`config.mk`:
```
export PLATFORM = sky130hd
export DESIGN_NAME = mod_74x08_quad_tester
export DESIGN_NICKNAME = d
export VERILOG_FILES = /design/src/rtl/mod_74x08_quad_tester.sv
export SDC_FILE = /design/constraint.sdc
export NUM_CORES = 1
export LEC_CHECK = 0
export ABC_AREA = 0
export CAP_MARGIN = 15
export CORE_ASPECT_RATIO = 0.75
export CORE_MARGIN = 2
export CORE_UTILIZATION = 50
export CTS_BUF_LIST = sky130_fd_sc_hd__clkbuf_8
export CTS_CLUSTER_SIZE = 40
export DETAILED_ROUTE_END_ITERATION = 12
export GPL_TIMING_DRIVEN = 1
export PLACE_DENSITY = 0.77
export SYNTH_ARGS = -nofsm -noshare
export SYNTH_HDL_FRONTEND = slang
export SYNTH_SLANG_ARGS = --single-unit
```
`constraint.sdc`:
```
create_clock -name CLK -period 3.08 [get_ports CLK]
set_input_delay 0.77 -clock CLK [delete_from_list [all_inputs] [get_ports CLK]]
set_output_delay 0.77 -clock CLK [all_outputs]
set_load 0.02 [all_outputs]
```
`src/rtl/mod_74x08_quad_tester.sv`:
```
// Self-test sequencer for a quad 2-input AND package.
// Walks a 16-step vector schedule across all four gates at once, holds each
// vector for a settle window, then compares Y against A&B. It accumulates a
// per-gate failure mask and a saturating mismatch count, then reports DONE/PASS.

// Single 2-input AND gate (74x08 section). Used here as the golden reference.
module mod_74x08 (
  input  logic a,
  input  logic b,
  output logic y
);
  assign y = a & b;
endmodule

// Per-gate checker lane: the reference gate gives the expected value, and any
// difference from the observed gate output is flagged.
module mod_74x08_quad_tester_lane (
  input  logic a,
  input  logic b,
  input  logic y,
  output logic mism
);
  logic exp_y;

  mod_74x08 u_ref (
    .a (a),
    .b (b),
    .y (exp_y)
  );

  assign mism = y ^ exp_y;
endmodule

module mod_74x08_quad_tester #(
  parameter int SETTLE_CYCLES = 2,
  parameter int ERR_W         = 7
) (
  input  logic             CLK,
  input  logic             RST,
  input  logic             START,
  output logic [3:0]       A,
  output logic [3:0]       B,
  input  logic [3:0]       Y,
  output logic             BUSY,
  output logic             DONE,
  output logic             PASS,
  output logic [3:0]       FAIL_MASK,
  output logic [ERR_W-1:0] ERR_COUNT,
  output logic [3:0]       STEP
);
  localparam int NUM_LANES = 4;
  localparam int SUM_W     = ERR_W + 3;  // headroom so count + 4 never wraps
  localparam int ERR_MAX   = (1 << ERR_W) - 1;
  localparam logic [7:0] SETTLE_LAST = 8'(SETTLE_CYCLES - 1);

  typedef enum logic [2:0] {
    S_IDLE,
    S_DRIVE,
    S_SETTLE,
    S_CHECK,
    S_DONE
  } state_t;

  state_t         state, state_nxt;
  logic [7:0]     settle_cnt;
  logic [NUM_LANES-1:0] mism;
  logic [2:0]     pop;
  logic [SUM_W-1:0] err_sum;
  logic [ERR_W-1:0] err_sat;
  logic [3:0]     mask_nxt;
  logic [3:0]     step_inc;
  logic           last_step;

  // One checker lane per gate; mismatch is only consumed in CHECK.
  for (genvar i = 0; i < NUM_LANES; i++) begin : g_lane
    mod_74x08_quad_tester_lane u_lane (
      .a    (A[i]),
      .b    (B[i]),
      .y    (Y[i]),
      .mism (mism[i])
    );
  end

  // Number of gates that mismatched at this step.
  always_comb begin
    pop = '0;
    for (int i = 0; i < NUM_LANES; i++) pop = pop + {2'b00, mism[i]};
  end

  // Saturating accumulate: the sum is formed wide, then clamped at the max.
  always_comb begin
    err_sum = SUM_W'(ERR_COUNT) + SUM_W'(pop);
    if (err_sum > SUM_W'(ERR_MAX)) err_sat = ERR_W'(ERR_MAX);
    else                           err_sat = err_sum[ERR_W-1:0];
  end

  assign mask_nxt  = FAIL_MASK | mism;
  assign step_inc  = STEP + 4'd1;
  assign last_step = (STEP == 4'd15);

  // State register.
  always_ff @(posedge CLK) begin
    if (RST) state <= S_IDLE;
    else     state <= state_nxt;
  end

  // Next-state logic: DRIVE(1) -> SETTLE(SETTLE_CYCLES) -> CHECK(1) per step.
  always_comb begin
    state_nxt = state;
    case (state)
      S_IDLE:   if (START) state_nxt = S_DRIVE;
      S_DRIVE:  state_nxt = S_SETTLE;
      S_SETTLE: if (settle_cnt == SETTLE_LAST) state_nxt = S_CHECK;
      S_CHECK:  state_nxt = last_step ? S_DONE : S_DRIVE;
      S_DONE:   state_nxt = S_IDLE;
      default:  state_nxt = S_IDLE;
    endcase
  end

  // Datapath: vector registers, settle counter and result accumulation.
  always_ff @(posedge CLK) begin
    if (RST) begin
      A          <= '0;
      B          <= '0;
      PASS       <= 1'b0;
      FAIL_MASK  <= '0;
      ERR_COUNT  <= '0;
      STEP       <= '0;
      settle_cnt <= '0;
    end else begin
      case (state)
        S_IDLE: begin
          if (START) begin
            // Step 0 vector is A=0, B=0; results of the previous run are dropped.
            A         <= '0;
            B         <= '0;
            STEP      <= '0;
            FAIL_MASK <= '0;
            ERR_COUNT <= '0;
            PASS      <= 1'b0;
          end
        end
        S_DRIVE: settle_cnt <= '0;
        S_SETTLE: settle_cnt <= settle_cnt + 8'd1;
        S_CHECK: begin
          FAIL_MASK <= mask_nxt;
          ERR_COUNT <= err_sat;
          if (last_step) begin
            // Final verdict includes this last comparison.
            A    <= '0;
            B    <= '0;
            PASS <= (mask_nxt == 4'd0);
          end else begin
            // B is A rotated by two, so gate i sees (s[i], s[(i+2)%4]).
            STEP <= step_inc;
            A    <= step_inc;
            B    <= {step_inc[1:0], step_inc[3:2]};
          end
        end
        default: ;
      endcase
    end
  end

  // Status decoded straight from the state register.
  assign BUSY = (state == S_DRIVE) || (state == S_SETTLE) || (state == S_CHECK);
  assign DONE = (state == S_DONE);

endmodule

```
Word-level counts from Yosys, hierarchy flattened
Cells that the tools add are included.
Storage, ports and cells
  register bits after elaboration: 35
  input bits: 7
  output and inout port bits: 26
  word-level logic and storage cells: 63
Cells by class
  add/subtract/negate cells: 6
  order comparisons: 1
  eq/ne operators: 10
  multiplexer cells: 19
  bitwise logic cells: 9
  reductions and logical operators: 10
Operator list (count)
  $pmux 4 s2: 4
  $mux 4: 4
  $pmux 8 s2: 1
  $mux 7: 2
  $pmux 7 s2: 1
  $pmux 3 s4: 1
  $mux 3: 3
  $add 7x3->8: 1
  $add 8x1->8 const B: 1
  $eq 8x1->1 const B: 1
  $gt 8x7->1 const B: 1
  $ne 2x2->1 const B: 4
  $eq 3x2->1 const B: 2
  $reduce_and 3->1: 2
  $add 4x1->4 const B: 1
  $and 1x1->1: 4
  $eq 4x4->1 const B: 1
  $logic_not 4->1: 1
  $or 4x4->4: 1
  $reduce_and 2->1: 2
  $reduce_bool 2->1: 2
  $xor 1x1->1: 4
  $add 2x1->3: 1
  $add 3x1->3: 1
  other kinds (7): 9

Longest topological paths before layout
Gate-level depths: netlist (run 1).
  depth after elaboration: 9
  mapped depth: 10
  gate-level depth less buffers: 10

Hierarchy
A second synthesis (run 1) with hierarchy kept.
Second synthesis, totals
  cells, all modules: 212
  area, all modules: 1769.2 um^2
By module, submodules not included
  mod_74x08_quad_tester: times used 1, cells each 204, area each 1709.1 um^2, sequential area each 620.6 um^2
  mod_74x08_quad_tester_lane: times used 4, cells each 1, area each 8.8 um^2, sequential area each 0.0 um^2
  mod_74x08: times used 4, cells each 1, area each 6.3 um^2, sequential area each 0.0 um^2

Worst setup path after synthesis (run 1)
Ideal clock, no wire load.
  path type: input to register
  start: input Y[2]
  end: register ERR_COUNT[6]
  library setup time: 0.086 ns
  arrival time: 2.705 ns
  required time: 2.994 ns
  slack: 0.290 ns
  stages on the path: 8
  buffers on the path: 0
  cells stage by stage: xor2_1 -> fa_1 -> fa_1 -> inv_1 -> fa_1 -> and3_1 -> a31o_2 -> a211oi_1
On the way
  word-level cells in the longest chain between the ends: 7
Ends and longest elaborated chain
  start: declaration: line 43  | input logic [3:0] Y,
  $xor 1x1->1 *: line 31  | assign mism = y ^ exp_y;
  $add 2x1->3 *: line 87  | for (int i = 0; i < NUM_LANES; i++) pop = pop + {2'b00, mism[i]};
  $add 3x1->3 *: line 87
  $add 7x3->8 *: line 92  | err_sum = SUM_W'(ERR_COUNT) + SUM_W'(pop);
  $gt 8x7->1: line 93  | if (err_sum > SUM_W'(ERR_MAX)) err_sat = ERR_W'(ERR_MAX);
  $mux 7 *: line 93
  $pmux 7 s2 *: line 131  | case (state)
  end signal: assignment: line 147  | ERR_COUNT <= err_sat;
  end: declaration: line 48  | output logic [ERR_W-1:0] ERR_COUNT,
Every way passes the cells marked *; elsewhere a longest branch is shown, timed or not.
A chain may end at the register's enable or synchronous reset.

Worst setup path after layout (run 1)
  start: register A[0]
  end: register ERR_COUNT[6]
On the way
  word-level cells in the longest chain between the ends: 9
Ends and longest elaborated chain
  start: declaration: line 41  | output logic [3:0] A,
  start signal: assignment: line 156  | A <= step_inc;
  $and 1x1->1 *: line 12  | assign y = a & b;
  $xor 1x1->1 *: line 31
  $add 1x1->2 *: line 87
  $add 2x1->3 *: line 87
  $add 3x1->3 *: line 87
  $add 7x3->8 *: line 92
  $gt 8x7->1: line 93
  $mux 7 *: line 93
  $pmux 7 s2 *: line 131
Marked as above.

==> results.json, run 1 <==
{
  "status": "completed",
  "multi_input_area_um2": 972,
  "setup_viol": 0,
  "cp-end-kind": "flop",
  "die_h_um": 54.5,
  "rsz0062_at_grt": "false",
  "synth_area_leaders": "dfxtp_1, a21oi_1, nor2_1, nand2_1, o21ai_0",
  "cts_htree_levels": 2,
  "start_kind": "flop",
  "num_rows": 18,
  "ir_worst_vdd_mv": 0.288,
  "hold_violations": 0,
  "dieArea_mm2": 0.00389,
  "die_x_um": 71.4,
  "tightest_slew_ps": 672,
  "grt.busiest_layer": "met1",
  "overflow": 0,
  "slew_violations": 0,
  "netlist.area_leader.share_pct": 36.4,
  "ctsHoldBuffers": 0,
  "drt-pass1-iter-count": 4,
  "yosysWarningCount": 0,
  "drc": 0,
  "finalCriticalPeriod_ps": 2800,
  "grt_use_met3_pct": 6.08,
  "hold_class": "flop to flop",
  "cts_tree": "built",
  "io_buffers": 32,
  "cp.arrival_ps": 3010,
  "cts.sinks": 31,
  "via_count": 1585,
  "post-route-util_pct": 66.1,
  "postPlaceCellArea_mm2": 0.00201,
  "cts.reportedPaths.clkPinSlew_ps": 70,
  "synth_area_mm2": 0.00170,
  "max_cap_viol_count": 0,
  "met2_usage_pct": 30.1,
  "syn2layout_area_growth_pct": 26.7,
  "synth_area_per_cell_um2": 8.31,
  "cp_max_fo": 4,
  "cts_root_buf": "clkbuf_8",
  "post_drt_wl_per_cell_um": 14.6,
  "final_antenna_net_count": 0,
  "drtIter0Drc": 108,
  "nNetsFinal": 246,
  "antenna_found_initial": 0,
  "cp.required_ps": 3290,
  "ff_latch_area_um2": 621,
  "gp_congestion": 0.845,
  "io_pins": 33,
  "dp.cells": 264,
  "ys_types": 47,
  "p_per_area_mw_per_mm2": 444,
  "initial_utilization_pct": 52.1,
  "drive_gt1_share_pct": 10.3,
  "core_area_mm2": 0.00327,
  "ys_ff_latch": 31,
  "yosysSeqAreaShare_pct": 36.4,
  "wl_um": 3980,
  "via_per_inst": 5.81,
  "layoutNonFillerInstCount": 273,
  "cts_buffers": 5,
  "synth.largest_area_cell": "dfxtp_1",
  "n_fill_cell": 276,
  "fin_skew_ps": 3.15,
  "grt_max_degree": 20,
  "met1_usage_pct": 30.4,
  "async_flop_share_pct": 0,
  "max_slew_margin_pct": 55.1,
  "critPathKind": "flop to flop",
  "clock_latency_ps": 290,
  "dominantRegCellSynth": "dfxtp_1",
  "final_design_area_no_fill_mm2": 0.00216,
  "synth-edff-count": 0,
  "fmax_mhz": 357,
  "cts_buffer_depth": 2,
  "syn-num-nets": 219,
  "syn_inst": 205,
  "dp_hpwl_um": 2770,
  "grt_pass1_vias": 1305,
  "fin_crit_sh_pct": 91.1,
  "p_leak_nw": 0.822,
  "grt_pass1_wl_um": 6270,
  "n_antenna_cell": 0,
  "grt.total_usage_pct": 21.2
}
## Yosys cell counts (2+ instances only)
cell        n
or3_1       2
xor2_1      5
nor2_1     21
nand2_1    20
a211oi_1    7
a21oi_1    19
and2_1      5
buf_2       2
mux2_2      2
nor2b_1     3
nand3_1     9
a2bb2oi_1   4
ha_1        4
clkbuf_1    8
nor3_1      3
inv_1       5
fa_1        3
o211ai_1    2
o21ai_0    13
buf_4       8
and3_1      3
or4_1       2
dfxtp_1    31
## path summary, 6_finish.rpt
path | startpoint | end | slack, ps | depth (start not counted)
worst max register to register | A[0] | ERR_COUNT[6] | 280 | 9
worst min register to register | settle_cnt[7] | settle_cnt[7] | 490 | 1
worst min-delay path | settle_cnt[7] | settle_cnt[7] | 490 | 1
worst max-delay path | A[0] | ERR_COUNT[6] | 280 | 9
## cell type report
class	instances	share of cell area (%)
inverters	5	0.870
clock buffers	6	3.83
multi-input cells	150	45.1
clock inverters	2	1.62
well taps	40	2.32
flip-flops and latches	31	28.8
repair buffers	39	17.5
## registers in the layout, summed over array words and instances (netlist names)
name / flops
FAIL_MASK: 4
B: 1
STEP: 4
A: 3
state: 3
PASS: 1
ERR_COUNT: 7
settle_cnt: 8
## per-layer routing
metal / part of all wire (%) / wire length [um]
met2: 41 / 1630
met4: 0.75 / 30
met1: 53 / 2090
met5: 0 / 0
met3: 5.6 / 223
## metrics by stage
step                      hold WS (ps)  worst slack [ps]  TNS (ps)  power [mW]
after global routing               508               170         0       0.990
after detailed placement           475              -263     -1630       0.542
after floorplan                    442               290         0       0.504
after CTS                          491              23.3         0       0.957
after global placement             465              -236     -1380       0.542
final                              490               275         0       0.958
## critical path, cell delays in order (launching register included)
cell	delay [ps]
dfxtp_1	380
nand2_1	220
xor2_2	250
fa_1	570
fa_1	190
inv_1	60
fa_1	390
and3_1	200
a31o_2	250
a211oi_2	200
## layout by cell type, fill, tap and decap left out, types with 2 or more instances in the layout
master	count
o211ai_1	2
buf_4	7
clkdlybuf4s50_1	30
dlymetal6s2s_1	2
nand3_1	9
o21ai_0	13
and3_1	3
xor2_2	2
inv_1	5
xor2_1	3
clkbuf_8	6
or4_1	2
nor2b_1	3
dfxtp_1	31
or3_1	2
nor3_1	3
a211oi_1	6
fa_1	3
ha_1	4
nand2_1	20
a21oi_1	19
and2_1	5
mux2_2	2
a2bb2oi_1	4
nor2_1	21
## what timing repair did
action | in CTS | in global routing
resized for setup | 0 | 5
setup buffers | 0 | 1
setup endpoints to repair | 0 | 7
## logic make-up after synthesis
family,share of synthesized area (%)
flops,36.4
xor+xnor,3.09
fa+ha+maj,6.47
mux,1.32
buf+inv,7.64
simple gates,24.7
compound gates,20.4
## where the power goes
group / internal [mW] / switching, mW / leakage (nW)
Sequential: 0.407 / 0.00921 / 0.250
Clock: 0.262 / 0.159 / 0.0612
Combinational: 0.0518 / 0.0692 / 0.510
Total: 0.720 / 0.237 / 0.822
Power figures use the tool's default switching activity.
==> run 2, diff against run 1 <==
--- a/config.mk
+++ b/config.mk
@@ -15,6 +15,8 @@
 export DETAILED_ROUTE_END_ITERATION = 12
 export GPL_TIMING_DRIVEN = 1
 export PLACE_DENSITY = 0.77
+export SETUP_SLACK_MARGIN = 0.02
+export SKIP_LAST_GASP = 1
 export SYNTH_ARGS = -nofsm -noshare
 export SYNTH_HDL_FRONTEND = slang
 export SYNTH_SLANG_ARGS = --single-unit
==> results of run 2 <==
No change in the layout: final DEF, timing and power equal those of run 1.
==> run 3, diff against run 2 <==
--- a/config.mk
+++ b/config.mk
@@ -15,6 +15,7 @@
 export DETAILED_ROUTE_END_ITERATION = 12
 export GPL_TIMING_DRIVEN = 1
 export PLACE_DENSITY = 0.77
+export RECOVER_POWER = 100
 export SETUP_SLACK_MARGIN = 0.02
 export SKIP_LAST_GASP = 1
 export SYNTH_ARGS = -nofsm -noshare
==> run 3 against run 2 <==
Net effect: non-clock buffer count did not move; fmax up 0.57%; wire length fell by 0.75%; die area unchanged; core utilization shrank 0.61 points; cell count is the same; critical endpoint unchanged.
==> results.json, run 3 (same netlist as run 1, synthesis figures left out) <==
{
  "io_buffers": 32,
  "final_design_area_no_fill_mm2": 0.00214,
  "critPathKind": "flop to flop",
  "cp.arrival_ps": 2990,
  "core_area_mm2": 0.00327,
  "final_antenna_net_count": 0,
  "r2r-start": "A[0]",
  "initial_utilization_pct": 52.1,
  "cts_htree_levels": 2,
  "path_cells": "nand2_1 -> xor2_1 -> fa_1 -> fa_1 -> inv_1 -> fa_1 -> and3_1 -> a31o_2 -> a211oi_1",
  "cts_tree": "built",
  "clkPwrFrac_pct": 44.2,
  "max_cap_viol_count": 0,
  "drive_gt1_share_pct": 8.58,
  "clock_latency_ps": 290,
  "fin_skew_ps": 2.52,
  "final_common_cell": "dfxtp_1",
  "dieArea_mm2": 0.00389,
  "die_h_um": 54.5,
  "grt_pass1_vias": 1305,
  "rsz0062_at_grt": "false",
  "p_leak_nw": 0.904,
  "overflow": 0,
  "cp_max_fo": 4,
  "p_per_area_mw_per_mm2": 446,
  "die_x_um": 71.4,
  "p_comb_share_pct": 12.1,
  "cp.required_ps": 3280,
  "ctsHoldBuffers": 0,
  "hold_violations": 0,
  "tightest_slew_ps": 846,
  "drc": 0,
  "grt_max_degree": 20,
  "fin_crit_sh_pct": 90.5,
  "drt-pass1-iter-count": 4,
  "via_per_inst": 5.82,
  "post-route-util_pct": 65.4,
  "switching_power_mw": 0.237,
  "cts.sinks": 31,
  "p_sw_share_pct": 24.9,
  "power_mw": 0.953,
  "start_kind": "flop",
  "dp_hpwl_um": 2770,
  "finalCriticalPeriod_ps": 2790,
  "gp_congestion": 0.845,
  "n_antenna_cell": 0,
  "cts_root_buf": "clkbuf_8",
  "crit_path_frequent_cell": "fa_1",
  "slowest_stage": "fa_1",
  "syn2layout_area_growth_pct": 25.5,
  "fin_ws_ps": 291,
  "via_count": 1588,
  "cts.reportedPaths.clkPinSlew_ps": 70,
  "largest_reg_flops": 8,
  "layout_common_cells": "dfxtp_1, dlygate4sd3_1, nor2_1",
  "status": "completed",
  "pwr-share-seq_pct": 43.7,
  "ir_worst_vdd_mv": 0.290,
  "grt.total_usage_pct": 21.2,
  "postPlaceCellArea_mm2": 0.00201,
  "cp-end-kind": "flop",
  "cts_buffer_depth": 2,
  "nNetsFinal": 246,
  "dpl_worst_slack_ps": -263,
  "io_pins": 33,
  "min_from": "settle_cnt[7]",
  "largest_registers": "settle_cnt (8), ERR_COUNT (7)",
  "max_stage_delay_ps": 580,
  "grt_pass1_wl_um": 6270,
  "hold_class": "flop to flop",
  "cts_buffers": 5,
  "regMostFlops": "settle_cnt",
  "setup_viol": 0,
  "slew_violations": 0,
  "setup_tns_ps": 0,
  "antenna_found_initial": 0,
  "internal_power_mw": 0.715,
  "critPathLaunch": "A[0]",
  "num_rows": 18,
  "max_slew_margin_pct": 43.6,
  "post_drt_wl_per_cell_um": 14.5,
  "drtIter0Drc": 126,
  "fmax_mhz": 359,
  "wl_um": 3950
}
run 3: worst paths after layout:
path / slack (ps) / depth (start not counted) / to
hold / removal: 490 / 1 / settle_cnt[7]
setup reg to reg: 290 / 9 / ERR_COUNT[6]
hold reg to reg: 490 / 1 / settle_cnt[7]
setup / recovery: 290 / 9 / ERR_COUNT[6]
run 3: power by group through the flow:
stage	combinational, mW	clock [mW]	sequential, mW
global placement	0.117	0	0.425
finish	0.115	0.421	0.416
detailed placement	0.117	0	0.425
CTS	0.118	0.423	0.416
floorplan	0.0810	0	0.423
global route	0.128	0.439	0.417
run 3: layer usage:
layer / global-route usage (%) / share of wire (%) / up-vias
li1: - / - / 783
met1: 30.4 / 52 / 750
met2: 30.1 / 41 / 48
met3: 6.08 / 5.9 / 7
met4: 7.86 / 1.1 / 0
met5: 0 / 0 / -
run 3: timing repair:
item / in CTS / in global routing
resized for setup: 0 / 5
endpoints found under the setup margin: 0 / 7
endpoints found under the hold margin: 0 / 0
buffers inserted: 0 / 1
run 3: per-stage QoR:
step	cells	hold slack, ps
5_1_grt	273	508
4_1_cts	272	491
3_3_place_gp	264	465
3_5_place_dp	264	475
6_report	273	487
2_1_floorplan	205	442
run 3: area by class of cell:
cell class	instances	area, um^2
fill	282	1130
inverter	5	18.8
tap	40	50.0
clock buffer	6	82.6
multi-input combinational	150	956
clock inverter	2	35.0
sequential	31	621
timing repair buffer	39	374
run 3: critical path: cells and delay by family (launching register included):
| family | cells | cell delay, ps |
|---|---|---|
| compound gates | 2 | 460 |
| xor+xnor | 1 | 250 |
| fa+ha+maj | 3 | 1160 |
| buf+inv | 1 | 60 |
| flops | 1 | 380 |
| simple gates | 2 | 400 |
